### src/rtl/fp_addsub_issuer_if.sv
// Request, functional-unit and response signals between the F-extension execute
// stage, the add/sub issuer and its add_sub_fp instance.
interface fp_addsub_issuer_if #(
  parameter int Size = 64
);
  logic            req_valid;
  logic            req_ready;
  logic            req_sub;
  logic [2:0]      req_rm;
  logic [Size-1:0] req_a;
  logic [Size-1:0] req_b;

  logic            fu_start;
  logic            fu_sub;
  logic [2:0]      fu_rm;
  logic [Size-1:0] fu_a;
  logic [Size-1:0] fu_b;
  logic            fu_done;
  logic [Size-1:0] fu_result;
  logic            fu_nv;
  logic            fu_of;
  logic            fu_uf;
  logic            fu_nx;

  logic            resp_valid;
  logic            resp_ready;
  logic [Size-1:0] resp_result;
  logic [4:0]      resp_flags;
  logic            resp_illegal;
  logic            resp_timeout;

  modport slave (
    input  req_valid, req_sub, req_rm, req_a, req_b,
    input  fu_done, fu_result, fu_nv, fu_of, fu_uf, fu_nx,
    input  resp_ready,
    output req_ready, fu_start, fu_sub, fu_rm, fu_a, fu_b,
    output resp_valid, resp_result, resp_flags, resp_illegal, resp_timeout
  );

  modport master (
    output req_valid, req_sub, req_rm, req_a, req_b,
    output fu_done, fu_result, fu_nv, fu_of, fu_uf, fu_nx,
    output resp_ready,
    input  req_ready, fu_start, fu_sub, fu_rm, fu_a, fu_b,
    input  resp_valid, resp_result, resp_flags, resp_illegal, resp_timeout
  );
endinterface

### src/rtl/fp_addsub_issuer.sv
// Issues one FADD/FSUB at a time to an add_sub_fp unit: resolves the rounding mode,
// drives start, waits for done under a watchdog, and accrues {NV,DZ,OF,UF,NX}.
module fp_addsub_issuer #(
  parameter int Size    = 64,
  parameter int TIMEOUT = 256
) (
  input  logic              clk,
  input  logic              rst_n,
  fp_addsub_issuer_if.slave bus,
  input  logic [2:0]        frm,
  input  logic              fflags_clr,
  output logic [4:0]        fflags
);
  localparam int CntW = $clog2(TIMEOUT);

  typedef enum logic [1:0] {IDLE, ISSUE, WAIT, RESP} state_t;

  state_t          state, state_nxt;
  logic [2:0]      eff_rm;
  logic            rm_illegal;
  logic            accept;
  logic            capture;
  logic            wd_expired;
  logic [CntW-1:0] wd_cnt;
  logic [4:0]      cap_flags;

  logic            sub_lat;
  logic [2:0]      rm_lat;
  logic [Size-1:0] a_lat;
  logic [Size-1:0] b_lat;
  logic [Size-1:0] res_lat;
  logic [4:0]      flags_lat;
  logic            illegal_lat;
  logic            timeout_lat;

  assign eff_rm     = (bus.req_rm == 3'b111) ? frm : bus.req_rm;
  assign rm_illegal = (eff_rm == 3'b101) || (eff_rm == 3'b110) || (eff_rm == 3'b111);
  assign accept     = (state == IDLE) && bus.req_valid;
  assign capture    = (state == WAIT) && bus.fu_done;
  // Last WAIT cycle is the TIMEOUT-th one; a done arriving in it still wins.
  assign wd_expired = (wd_cnt == CntW'(TIMEOUT - 1));
  assign cap_flags  = {bus.fu_nv, 1'b0, bus.fu_of, bus.fu_uf, bus.fu_nx};

  assign bus.fu_sub       = sub_lat;
  assign bus.fu_rm        = rm_lat;
  assign bus.fu_a         = a_lat;
  assign bus.fu_b         = b_lat;
  assign bus.resp_result  = res_lat;
  assign bus.resp_flags   = flags_lat;
  assign bus.resp_illegal = illegal_lat;
  assign bus.resp_timeout = timeout_lat;

  always_ff @(posedge clk or negedge rst_n) begin
    if (!rst_n) state <= IDLE;
    else        state <= state_nxt;
  end

  always_comb begin
    state_nxt      = state;
    bus.req_ready  = 1'b0;
    bus.fu_start   = 1'b0;
    bus.resp_valid = 1'b0;
    case (state)
      IDLE: begin
        bus.req_ready = 1'b1;
        if (bus.req_valid) state_nxt = rm_illegal ? RESP : ISSUE;
      end
      ISSUE: begin
        bus.fu_start = 1'b1;
        state_nxt    = WAIT;
      end
      WAIT: begin
        if (bus.fu_done || wd_expired) state_nxt = RESP;
      end
      RESP: begin
        bus.resp_valid = 1'b1;
        if (bus.resp_ready) state_nxt = IDLE;
      end
      default: state_nxt = IDLE;
    endcase
  end

  always_ff @(posedge clk or negedge rst_n) begin
    if (!rst_n) begin
      sub_lat     <= 1'b0;
      rm_lat      <= 3'b000;
      a_lat       <= '0;
      b_lat       <= '0;
      res_lat     <= '0;
      flags_lat   <= 5'b00000;
      illegal_lat <= 1'b0;
      timeout_lat <= 1'b0;
      wd_cnt      <= '0;
      fflags      <= 5'b00000;
    end else begin
      if (accept) begin
        sub_lat <= bus.req_sub;
        rm_lat  <= eff_rm;
        a_lat   <= bus.req_a;
        b_lat   <= bus.req_b;
        if (rm_illegal) begin
          res_lat     <= '0;
          flags_lat   <= 5'b00000;
          illegal_lat <= 1'b1;
          timeout_lat <= 1'b0;
        end
      end

      if (state == ISSUE)     wd_cnt <= '0;
      else if (state == WAIT) wd_cnt <= wd_cnt + CntW'(1);

      if (capture) begin
        res_lat     <= bus.fu_result;
        flags_lat   <= cap_flags;
        illegal_lat <= 1'b0;
        timeout_lat <= 1'b0;
      end else if ((state == WAIT) && wd_expired) begin
        res_lat     <= '0;
        flags_lat   <= 5'b00000;
        illegal_lat <= 1'b0;
        timeout_lat <= 1'b1;
      end

      // A clear coinciding with a capture leaves only this op's flags.
      if (capture)         fflags <= (fflags_clr ? 5'b00000 : fflags) | cap_flags;
      else if (fflags_clr) fflags <= 5'b00000;
    end
  end
endmodule

### src/flat_wrapper.sv
// flat-port wrapper written by rule: the top's interface ports become plain ports
module fp_addsub_issuer_flat 
#(
  parameter int Size    = 64,
  parameter int TIMEOUT = 256
)
  (clk, rst_n, frm, fflags_clr, fflags, bus_req_valid, bus_req_sub, bus_req_rm, bus_req_a, bus_req_b, bus_fu_done, bus_fu_result, bus_fu_nv, bus_fu_of, bus_fu_uf, bus_fu_nx, bus_resp_ready, bus_req_ready, bus_fu_start, bus_fu_sub, bus_fu_rm, bus_fu_a, bus_fu_b, bus_resp_valid, bus_resp_result, bus_resp_flags, bus_resp_illegal, bus_resp_timeout);
  fp_addsub_issuer_if #(.Size(Size)) bus_i ();
  input  logic clk;
  input  logic rst_n;
  input  logic [2:0] frm;
  input  logic fflags_clr;
  output logic [4:0] fflags;
  input wire logic [$bits(bus_i.req_valid)-1:0] bus_req_valid;
  input wire logic [$bits(bus_i.req_sub)-1:0] bus_req_sub;
  input wire logic [$bits(bus_i.req_rm)-1:0] bus_req_rm;
  input wire logic [$bits(bus_i.req_a)-1:0] bus_req_a;
  input wire logic [$bits(bus_i.req_b)-1:0] bus_req_b;
  input wire logic [$bits(bus_i.fu_done)-1:0] bus_fu_done;
  input wire logic [$bits(bus_i.fu_result)-1:0] bus_fu_result;
  input wire logic [$bits(bus_i.fu_nv)-1:0] bus_fu_nv;
  input wire logic [$bits(bus_i.fu_of)-1:0] bus_fu_of;
  input wire logic [$bits(bus_i.fu_uf)-1:0] bus_fu_uf;
  input wire logic [$bits(bus_i.fu_nx)-1:0] bus_fu_nx;
  input wire logic [$bits(bus_i.resp_ready)-1:0] bus_resp_ready;
  output wire logic [$bits(bus_i.req_ready)-1:0] bus_req_ready;
  output wire logic [$bits(bus_i.fu_start)-1:0] bus_fu_start;
  output wire logic [$bits(bus_i.fu_sub)-1:0] bus_fu_sub;
  output wire logic [$bits(bus_i.fu_rm)-1:0] bus_fu_rm;
  output wire logic [$bits(bus_i.fu_a)-1:0] bus_fu_a;
  output wire logic [$bits(bus_i.fu_b)-1:0] bus_fu_b;
  output wire logic [$bits(bus_i.resp_valid)-1:0] bus_resp_valid;
  output wire logic [$bits(bus_i.resp_result)-1:0] bus_resp_result;
  output wire logic [$bits(bus_i.resp_flags)-1:0] bus_resp_flags;
  output wire logic [$bits(bus_i.resp_illegal)-1:0] bus_resp_illegal;
  output wire logic [$bits(bus_i.resp_timeout)-1:0] bus_resp_timeout;
  assign bus_i.req_valid = bus_req_valid;
  assign bus_i.req_sub = bus_req_sub;
  assign bus_i.req_rm = bus_req_rm;
  assign bus_i.req_a = bus_req_a;
  assign bus_i.req_b = bus_req_b;
  assign bus_i.fu_done = bus_fu_done;
  assign bus_i.fu_result = bus_fu_result;
  assign bus_i.fu_nv = bus_fu_nv;
  assign bus_i.fu_of = bus_fu_of;
  assign bus_i.fu_uf = bus_fu_uf;
  assign bus_i.fu_nx = bus_fu_nx;
  assign bus_i.resp_ready = bus_resp_ready;
  assign bus_req_ready = bus_i.req_ready;
  assign bus_fu_start = bus_i.fu_start;
  assign bus_fu_sub = bus_i.fu_sub;
  assign bus_fu_rm = bus_i.fu_rm;
  assign bus_fu_a = bus_i.fu_a;
  assign bus_fu_b = bus_i.fu_b;
  assign bus_resp_valid = bus_i.resp_valid;
  assign bus_resp_result = bus_i.resp_result;
  assign bus_resp_flags = bus_i.resp_flags;
  assign bus_resp_illegal = bus_i.resp_illegal;
  assign bus_resp_timeout = bus_i.resp_timeout;
  fp_addsub_issuer #(.Size(Size), .TIMEOUT(TIMEOUT)) u_core (.clk(clk), .rst_n(rst_n), .bus(bus_i), .frm(frm), .fflags_clr(fflags_clr), .fflags(fflags));
endmodule
### config.mk
export PLATFORM = sky130hd
export DESIGN_NAME = fp_addsub_issuer_flat
export DESIGN_NICKNAME = d
export VERILOG_FILES = /design/src/rtl/fp_addsub_issuer_if.sv /design/src/rtl/fp_addsub_issuer.sv /design/src/flat_wrapper.sv
export SDC_FILE = /design/constraint.sdc
export NUM_CORES = 1
export LEC_CHECK = 0
export BUFFER_PORTS_ARGS = -buffer_cell sky130_fd_sc_hd__buf_2
export CAP_MARGIN = 5
export CORE_MARGIN = 3
export CORE_UTILIZATION = 28
export CTS_CLUSTER_SIZE = 40
export DETAILED_ROUTE_END_ITERATION = 6
export PLACE_DENSITY_LB_ADDON = 0.1
export SYNTH_ARGS = -nofsm -noshare
export SYNTH_HDL_FRONTEND = slang
export SYNTH_SLANG_ARGS = --single-unit
### constraint.sdc
create_clock -name clk -period 3.1 [get_ports clk]
set_input_delay 0.31 -clock clk [delete_from_list [all_inputs] [get_ports clk]]
set_output_delay 0.31 -clock clk [all_outputs]
set_load 0.01 [all_outputs]
==> flow_summary.json <==
{
  "run_status": "completed",
  "detailed_place.area_um2": 10700,
  "first_global_vias": 6604,
  "route.vias.total": 6288,
  "synth_warnings": 0,
  "vdd_drop_max_uv": 469,
  "clock_skew_ns": 0.00646,
  "crit_required_ns": 3.50,
  "drv_slew": 0,
  "finalNetCount": 1263,
  "area_delta_synth_final_pct": 54.0,
  "synthFlopType": "sky130_fd_sc_hd__dfrtp_1",
  "max_freq_mhz": 453,
  "cts.hold.buffers_added": 97,
  "cp_data_arrival_time_ns": 2.61,
  "hpwl_um": 18300,
  "grt_overflow": 0,
  "most_common_cell_after_layout_fill_and_taps_aside": "sky130_fd_sc_hd__buf_2",
  "number_of_antenna_violations_at_the_first_check_in_global_routing": 1,
  "final_cell_area_um2": 12500,
  "worst_setup_path_end_kind": "flop",
  "drc_errors": 0,
  "port_buffers": 417,
  "synth.avg_cell_area_um2": 15.4,
  "ys_seq_area_frac": 0.664,
  "final.setup.tns_ns": 0,
  "timing.hold.worst.class": "primary input to flop",
  "synthArstFlopShare": 1.00,
  "synthesis.area_um2": 8140,
  "cts_tree": "built",
  "hold_violations": 0,
  "cts_root_buf": "sky130_fd_sc_hd__clkbuf_16",
  "p_sw_frac": 0.334,
  "gp_congestion": 0.757,
  "post-synth-top-area-cell": "sky130_fd_sc_hd__dfrtp_1",
  "synth.area.top_cells": "sky130_fd_sc_hd__dfrtp_1 (66%), sky130_fd_sc_hd__mux2_2 (18%), sky130_fd_sc_hd__a22o_1 (7.4%)",
  "clk_latency_ns": 0.51,
  "grt_start_max_net_pins": 72,
  "power.internal_mw": 8.47,
  "leakage_nw": 6.30,
  "track_usage": 0.156,
  "post_synth_edffs": 0,
  "numPlacedInstances": 1302,
  "power_frac_clock": 0.238,
  "first_pass_grt_wire_length_um": 38400,
  "finalSetupViolations": 0,
  "floorplan.die_area_um2": 31200,
  "worst-path-max-fanout": 68,
  "clk_pin_slew_ns": 0.06,
  "finalNonFillerCells": 1447,
  "synthDominantCellAreaShare": 0.664,
  "ys_ff_latch": 216,
  "cts.repair.resized": 0,
  "area_of_the_multi_input_gates_um2": 2550,
  "drtIter0Drc": 227,
  "ctsLongestPathBuffers": 3,
  "slew_headroom": 0.479,
  "detail_route.wirelength_um": 25400,
  "post_cts.repair.setup_buffers": 0,
  "switchingPower_mw": 4.26,
  "drtAntennaViolNets": 0,
  "min_period_over_period": 0.713,
  "drive_above_1_share": 0.566,
  "rsz0062_at_grt": "no",
  "cts_buffers": 26,
  "cts_max_level": 1,
  "num-fill-cells": 2710,
  "die_y_um": 177,
  "drv.max_cap_violation_count": 0,
  "vias_per_cell": 4.35,
  "power_density_nw_per_um2": 1020,
  "seq_area_um2": 5410,
  "detail_route.first_pass.iterations": 4,
  "total_power_mw": 12.7,
  "start_util": 0.288,
  "core_footprint_um2": 28200,
  "post-route-min-period_ns": 2.21,
  "worstSetupPathType": "flop to flop",
  "worst_setup_path_start_kind": "flop",
  "worst_pin_slew_ns": 0.781,
  "number_of_top_level_pins": 420,
  "floorplan.die.width_um": 177,
  "ys_types": 35,
  "synth_cells": 530,
  "rows": 61,
  "mostFrequentLayoutCells": "sky130_fd_sc_hd__buf_2 (416), sky130_fd_sc_hd__dfrtp_1 (216), sky130_fd_sc_hd__mux2_2 (132)",
  "clock-sinks": 216,
  "routedWlPerCell_um": 17.5,
  "power.share.combinational": 0.384,
  "power.share.sequential": 0.378
}
## state kept, by name (all words and copies together), names as in the netlist
name	count
u_core.bus.fu_a	64
u_core.bus.fu_b	64
u_core.bus.resp_result	64
u_core.wd_cnt	8
u_core.bus.resp_flags	4
u_core.fflags	4
u_core.bus.fu_rm	3
u_core.state	2
u_core.bus.fu_sub	1
u_core.bus.resp_illegal	1
u_core.bus.resp_timeout	1
## power by group through the flow
stage	clock, mW	sequential (mW)	combinational (mW)
final	3.02	4.81	4.89
after floorplan	0	5.47	2.08
after detailed placement	0	4.85	4.91
after global routing	3.25	4.99	5.33
after global placement	0	4.83	4.86
after CTS	3.14	4.82	5.01
## cell families after synthesis
group,Yosys count,synth area share
AOI/OAI and AO/OA,98,0.0971
and+or+nand+nor,34,0.0192
xor gates and xnor gates,2,0.00215
other,1,0.000461
buffers and inverters,41,0.0255
muxes,133,0.184
adders and majority gates,5,0.00769
DFF,216,0.664
## Yosys cell counts (5+ instances only)
cell type,instances
sky130_fd_sc_hd__inv_1,9
sky130_fd_sc_hd__a22o_1,69
sky130_fd_sc_hd__nand2_1,17
sky130_fd_sc_hd__a21oi_1,7
sky130_fd_sc_hd__mux2_2,132
sky130_fd_sc_hd__o21ai_0,10
sky130_fd_sc_hd__ha_1,5
sky130_fd_sc_hd__dfrtp_1,216
sky130_fd_sc_hd__buf_2,19
## layer usage
| layer | vias to the layer above | global-route usage | share of wire |
|---|---|---|---|
| met5 | - | 0 | 0 |
| met1 | 3073 | 0.186 | 0.39 |
| met3 | 41 | 0.0346 | 0.063 |
| met4 | 0 | 0.0481 | 0.031 |
| li1 | 2953 | - | - |
| met2 | 221 | 0.280 | 0.52 |
## worst paths after layout
kind	slack, ns	end	start	cells after the start
max in group asynchronous	1.92	u_core.bus.fu_a[49]$_DFFE_PN0P_	rst_n	3
worst min register to register	0.48	u_core.bus.fu_rm[2]$_DFFE_PN0P_	u_core.bus.fu_rm[2]$_DFFE_PN0P_	2
worst max register to register	0.89	u_core.bus.resp_result[46]$_DFFE_PN0P_	u_core.state[0]$_DFFE_PN0P_	7
min in group asynchronous	0.34	u_core.bus.fu_b[0]$_DFFE_PN0P_	rst_n	2
worst max-delay path	0.89	u_core.bus.resp_result[46]$_DFFE_PN0P_	u_core.state[0]$_DFFE_PN0P_	7
worst min-delay path	0.03	u_core.bus.fu_b[1]$_DFFE_PN0P_	bus_req_b[1]	2
## layout make-up
class | count | area share
Sequential cell | 216 | 0.431
Timing Repair Buffer | 522 | 0.255
Multi-Input combinational cell | 274 | 0.203
Clock buffer | 38 | 0.0636
Tap cell | 378 | 0.0377
Clock inverter | 9 | 0.00579
Inverter | 9 | 0.00270
Antenna cell | 1 | 0.000200
## per-stage QoR
step | worst slack (ns) | hold WS, ns | utilization
2_1_floorplan | 1.31 | 0.0144 | -
3_3_place_gp | 0.978 | 0.340 | 0.379
3_5_place_dp | 0.918 | 0.334 | 0.379
4_1_cts | 0.895 | 0.0000703 | 0.444
5_1_grt | 0.669 | 0.0000889 | 0.444
6_report | 0.890 | 0.0299 | 0.444
## critical path, cell delays in order, from the launching register on
cell and delay [ns]:
sky130_fd_sc_hd__dfrtp_1 0.41, sky130_fd_sc_hd__inv_1 0.11, sky130_fd_sc_hd__ha_1 0.33, sky130_fd_sc_hd__o2111ai_1 0.18, sky130_fd_sc_hd__a31oi_1 0.34, sky130_fd_sc_hd__a21oi_4 0.03
sky130_fd_sc_hd__buf_4 0.33, sky130_fd_sc_hd__a22o_1 0.29
Note: power is estimated with default switching activity, not from simulation.
